## src/rtl/bcd_seg_display_driver.sv

```systemverilog
// Binary-to-7-segment display driver: sequential double-dabble conversion feeding registered digit outputs.
// Optional build macro BLANK_LEADING_ZEROS_EN suppresses zero digits above the most significant nonzero digit.
module bcd_seg_display_driver #(
  parameter int WIDTH          = 8,
  parameter int DIGITS         = 3,
  parameter bit SEG_ACTIVE_LOW = 1'b0
) (
  input  logic                  clk,
  input  logic                  reset,
  input  logic [WIDTH-1:0]      in,
  input  logic                  in_valid,
  output logic                  in_ready,
  input  logic                  error,
  output logic [7*DIGITS-1:0]   seg,
  output logic                  busy,
  output logic                  done,
  output logic                  overflow
);

  // ceil(WIDTH*log10(2)) nibbles cover every WIDTH-bit value; never fewer than the displayed digits.
  localparam int NIB   = (WIDTH * 30103 + 99999) / 100000;
  localparam int BCD_N = (NIB > DIGITS) ? NIB : DIGITS;
  localparam int BCD_W = 4 * BCD_N;
  localparam int CNT_W = $clog2(WIDTH);

  localparam logic [6:0] SEG_OFF  = 7'b0000000;
  localparam logic [6:0] SEG_DASH = 7'b1000000;
  localparam logic [6:0] SEG_E    = 7'b1111001;
  localparam logic [7*DIGITS-1:0] SEG_BLANK = {7*DIGITS{SEG_ACTIVE_LOW}};

  typedef enum logic [1:0] {IDLE, CONVERT, UPDATE} state_t;

  state_t               state_reg;
  logic [WIDTH-1:0]     bin_reg;
  logic [BCD_W-1:0]     bcd_reg;
  logic [BCD_W-1:0]     bcd_adj;
  logic [CNT_W-1:0]     cnt_reg;
  logic [7*DIGITS-1:0]  disp_reg;
  logic [7*DIGITS-1:0]  disp_next;
  logic [7*DIGITS-1:0]  seg_reg;
  logic [7*DIGITS-1:0]  seg_next;
  logic [7*DIGITS-1:0]  new_pat;
  logic [7*DIGITS-1:0]  err_pat;
  logic [BCD_N-1:0]     nz;
  logic                 ovf;
  logic                 done_reg;
  logic                 overflow_reg;

  function automatic logic [6:0] seg_code(input logic [3:0] d);
    case (d)
      4'd0:    seg_code = 7'b0111111;
      4'd1:    seg_code = 7'b0000110;
      4'd2:    seg_code = 7'b1011011;
      4'd3:    seg_code = 7'b1001111;
      4'd4:    seg_code = 7'b1100110;
      4'd5:    seg_code = 7'b1101101;
      4'd6:    seg_code = 7'b1111101;
      4'd7:    seg_code = 7'b0000111;
      4'd8:    seg_code = 7'b1111111;
      4'd9:    seg_code = 7'b1101111;
      default: seg_code = SEG_OFF;
    endcase
  endfunction

  genvar gi;
  generate
    for (gi = 0; gi < BCD_N; gi++) begin : g_nibble
      assign bcd_adj[4*gi +: 4] = (bcd_reg[4*gi +: 4] >= 4'd5) ? bcd_reg[4*gi +: 4] + 4'd3
                                                                 : bcd_reg[4*gi +: 4];
      assign nz[gi] = |bcd_reg[4*gi +: 4];
    end

    if (BCD_N > DIGITS) begin : g_ovf
      assign ovf = |nz[BCD_N-1:DIGITS];
    end else begin : g_no_ovf
      assign ovf = 1'b0;
    end

    for (gi = 0; gi < DIGITS; gi++) begin : g_digit
      logic show;
`ifdef BLANK_LEADING_ZEROS_EN
      assign show = (gi == 0) || (|nz[DIGITS-1:gi]);
`else
      assign show = 1'b1;
`endif
      assign new_pat[7*gi +: 7] = ovf  ? SEG_DASH :
                                  show ? seg_code(bcd_reg[4*gi +: 4]) : SEG_OFF;
      assign err_pat[7*gi +: 7] = (gi == 0) ? SEG_E : SEG_DASH;
    end
  endgenerate

  // disp_reg keeps the last conversion result so it reappears once error drops.
  always_comb begin
    disp_next = (state_reg == UPDATE) ? new_pat : disp_reg;
    seg_next  = error ? err_pat : disp_next;
    if (SEG_ACTIVE_LOW)
      seg_next = ~seg_next;
  end

  always_ff @(posedge clk or posedge reset) begin
    if (reset) begin
      state_reg    <= IDLE;
      bin_reg      <= '0;
      bcd_reg      <= '0;
      cnt_reg      <= '0;
      disp_reg     <= '0;
      seg_reg      <= SEG_BLANK;
      done_reg     <= 1'b0;
      overflow_reg <= 1'b0;
    end else begin
      done_reg <= 1'b0;
      disp_reg <= disp_next;
      seg_reg  <= seg_next;
      case (state_reg)
        IDLE: begin
          if (in_valid) begin
            bin_reg   <= in;
            bcd_reg   <= '0;
            cnt_reg   <= CNT_W'(WIDTH - 1);
            state_reg <= CONVERT;
          end
        end
        CONVERT: begin
          bcd_reg <= {bcd_adj[BCD_W-2:0], bin_reg[WIDTH-1]};
          bin_reg <= {bin_reg[WIDTH-2:0], 1'b0};
          if (cnt_reg == '0)
            state_reg <= UPDATE;
          else
            cnt_reg <= cnt_reg - 1'b1;
        end
        UPDATE: begin
          overflow_reg <= ovf;
          done_reg     <= 1'b1;
          state_reg    <= IDLE;
        end
        default: state_reg <= IDLE;
      endcase
    end
  end

  assign in_ready = (state_reg == IDLE);
  assign busy     = (state_reg == CONVERT) || (state_reg == UPDATE);
  assign seg      = seg_reg;
  assign done     = done_reg;
  assign overflow = overflow_reg;

endmodule

```

## config.mk

```make
export PLATFORM = sky130hd
export DESIGN_NAME = bcd_seg_display_driver
export DESIGN_NICKNAME = d
export VERILOG_FILES = /design/src/rtl/bcd_seg_display_driver.sv
export SDC_FILE = /design/constraint.sdc
export NUM_CORES = 1
export LEC_CHECK = 0
export ABC_AREA = 1
export BUFFER_PORTS_ARGS = -buffer_cell sky130_fd_sc_hd__buf_2
export CAP_MARGIN = 10
export CORE_ASPECT_RATIO = 0.9
export CORE_MARGIN = 5
export CORE_UTILIZATION = 45
export DETAILED_ROUTE_END_ITERATION = 8
export GPL_ROUTABILITY_DRIVEN = 1
export HOLD_SLACK_MARGIN = 0.1
export PLACE_DENSITY = 0.69
export SYNTH_ARGS = -nofsm -noshare
export SYNTH_HDL_FRONTEND = slang
export SYNTH_SLANG_ARGS = --single-unit
```

## constraint.sdc

```tcl
create_clock -name clk -period 4.15 [get_ports clk]
set_input_delay 0.6225 -clock clk [delete_from_list [all_inputs] [get_ports clk]]
set_output_delay 0.6225 -clock clk [all_outputs]
set_load 0.03 [all_outputs]
```

==> results.yml <==
status:
  status: "complete, no violations"
setup_path:
  end_kind: "flop"
  startpoint_type: "flop"
  crit_type: "reg2reg"
  crit_fanout: 26
  crit_required_ns: 4.39
  worst-path-buf-inv: 2
  crit_path_max_incr_delay_ns: 0.74
  critical_path_arrival_ns: 2.39
  cpMaxStageDelayCell: "ha_1"
  crit_family: "adder cells"
  path_cells: "inv_1, ha_1, inv_1, a21oi_2, nand2_1, nand2_1, nor2_1"
floorplan:
  die_h_microns: 92.6
  die_width_microns: 102
  std_cell_rows: 30
  core_sq_um: 7470
  design.die.area_sq_um: 9430
  initial_core_util: 0.457
  boundaryPins: 37
worst_hold_path:
  hold_path_class: "in2async"
synthesis:
  synth_area_sq_um: 3410
  synth-compound-area-share: 0.0927
  yosys_warnings: 0
  ys_seq_area_frac: 0.499
  syn_avg_cell_area_sq_um: 8.41
  synth_xor_area_frac: 0
  synth_fa_ha_area_frac: 0.0806
  yosys.area_share.simple: 0.242
  syn_nets: 440
  synth_top_family_by_area: "simple AND/OR/NAND/NOR gates"
  syn_inst: 406
  muxShareOfSynthArea: 0
  netlist-cell-type-count: 26
  ys_ff_latch: 68
final_layout:
  area.sequential_sq_um: 1700
  fill_cells: 739
  multi_input_area_sq_um: 1420
  diodes: 0
  final_util: 0.514
  final_nets: 475
  area_growth_pct: 12.5
  drive_above_1_share: 0.186
routing:
  drt-initial-drc-count: 121
  drt_wl_total_microns: 6510
  viasPerCell: 4.81
  wl_per_cell_microns: 12.0
  drc: 0
  vias: 2606
  dr.pass1.iters: 4
  antenna_left: 0
timing:
  period_share: 0.518
  rsz0062_at_grt: "false"
  slew_violations: 0
  hold_violations: 0
  fmax_ghz: 0.465
  worst_slew_pin_slew_ns: 0.881
  maxSlewHeadroom: 0.413
  setup_viol: 0
  min_period_ns: 2.15
  setup_tns_ns: 0
  fin_worst_skew_ns: 0.00890
clock_tree:
  hold_buffers: 0
  cts_resized: 0
  clk_root_buffer_cell: "clkbuf_8"
  path_clk_slew_ns: 0.08
  cts.path.max_buffers: 2
  cts_tree: "built"
  clk_latency_ns: 0.36
  post-cts-setup-buffers: 0
  cts_buffers: 9
  clock_sinks: 68
  htreeDepth: 3
power_and_ir_drop:
  p_leak_nw: 2.19
  peakVddDrop_mv: 0.371
  p_sw_w: 0.00102
  pwr-share-comb: 0.398
  power_frac_clock: 0.222
  power_density_nw_per_um2: 649
  intPower_w: 0.00147
  power_frac_seq: 0.380
  swShare: 0.411
place:
  dp_hpwl_microns: 4570
  gp_congestion: 0.911
  io_buffer_count: 35
global_routing:
  grt_pass1_vias: 2523
  antenna_found_initial: 0
  grt-ovfl-total: 0
  grt_pass1_wl_microns: 11500
  grt_max_degree: 42
  grtUsageTotal: 0.154
job:
  cap_viol_max_count: 0
-- worst reg2reg max path, stage by stage (launching register included) --
cell     delay (ns)
dfrtp_1        0.39
inv_1          0.10
ha_1           0.74
inv_1          0.33
a21oi_2        0.26
nand2_1        0.09
nand2_1        0.08
nor2_1         0.04
-- metal layers --
metal,wire (microns),track usage
met2,2940,0.243
met5,0,0
met3,311,0.0444
met1,3130,0.196
met4,127,0.0687
-- layout by cell type (no fill, tap or decap), types with 7 or more instances in the layout --
master,n
a21oi_1,7
inv_1,50
dfrtp_1,68
o21ai_0,21
nor2_1,33
o21ai_2,8
clkbuf_8,10
buf_2,35
ha_1,22
nand3_1,20
nand2_1,120
or2_2,13
-- cell usage after synthesis (all sizes together) --
cell	count	share of area
dfrtp	68	0.50
o21ai	29	0.051
buf	11	0.022
a21oi	8	0.013
nand3	20	0.029
inv	56	0.062
a21boi	2	0.0044
o211ai	7	0.017
ha	22	0.081
nand4	6	0.011
or2	13	0.024
nor3	4	0.0059
nand2	121	0.13
nor2	33	0.036
o22ai	3	0.0073
clkbuf	1	0.0011
conb	1	0.0011
nand3b	1	0.0022
-- worst paths after layout --
check | start | cells after the start | endpoint | slack (ns)
max | state_reg[0]$_DFFE_PP0P_ | 7 | seg[10]$_DFF_PP0_ | 2.00
min | reset | 2 | bin_reg[1]$_DFFE_PP0P_ | 0.43
max reg2reg | state_reg[0]$_DFFE_PP0P_ | 7 | seg[10]$_DFF_PP0_ | 2.00
min reg2reg | disp_reg[7]$_DFF_PP0_ | 2 | disp_reg[7]$_DFF_PP0_ | 0.48
max in group asynchronous | reset | 3 | bin_reg[4]$_DFFE_PP0P_ | 2.83
min in group clk | disp_reg[7]$_DFF_PP0_ | 2 | disp_reg[7]$_DFF_PP0_ | 0.48
-- power by group through the flow --
| stage | combinational, W | sequential (W) | clock, W |
|---|---|---|---|
| final | 0.000992 | 0.000947 | 0.000553 |
| after global routing | 0.00115 | 0.000970 | 0.000594 |
| after CTS | 0.00101 | 0.000946 | 0.000567 |
| after detailed placement | 0.00100 | 0.000955 | 0 |
| after global placement | 0.000978 | 0.000951 | 0 |
| after floorplan | 0.000795 | 0.000970 | 0 |
-- per-stage QoR --
stage	total power, W	hold slack [ns]	setup slack, ns	cell area [sq um]	cells
finish	0.00249	0.429	2.00	3840	542
global route	0.00272	0.505	1.80	3840	542
CTS	0.00252	0.477	1.95	3840	542
detailed placement	0.00196	0.460	1.96	3640	526
global placement	0.00193	0.456	2.07	3640	526
floorplan	0.00177	0.442	1.82	3410	406
-- area by class of cell --
class,count,area share
Sequential cell,68,0.443
Tap cell,96,0.0313
Clock inverter,6,0.0166
Clock buffer,10,0.0359
Multi-Input combinational cell,270,0.371
Timing Repair Buffer,36,0.0476
Inverter,56,0.0548
-- logic make-up (layout without fill, tap and decap cells) --
logic type	after synthesis	after routing
AOI/OAI and AO/OA	49	49
buffers and inverters	68	108
other	1	1
DFF	68	68
and+or+nand+nor	198	198
adders and majority gates	22	22
Power figures use the tool's default switching activity.
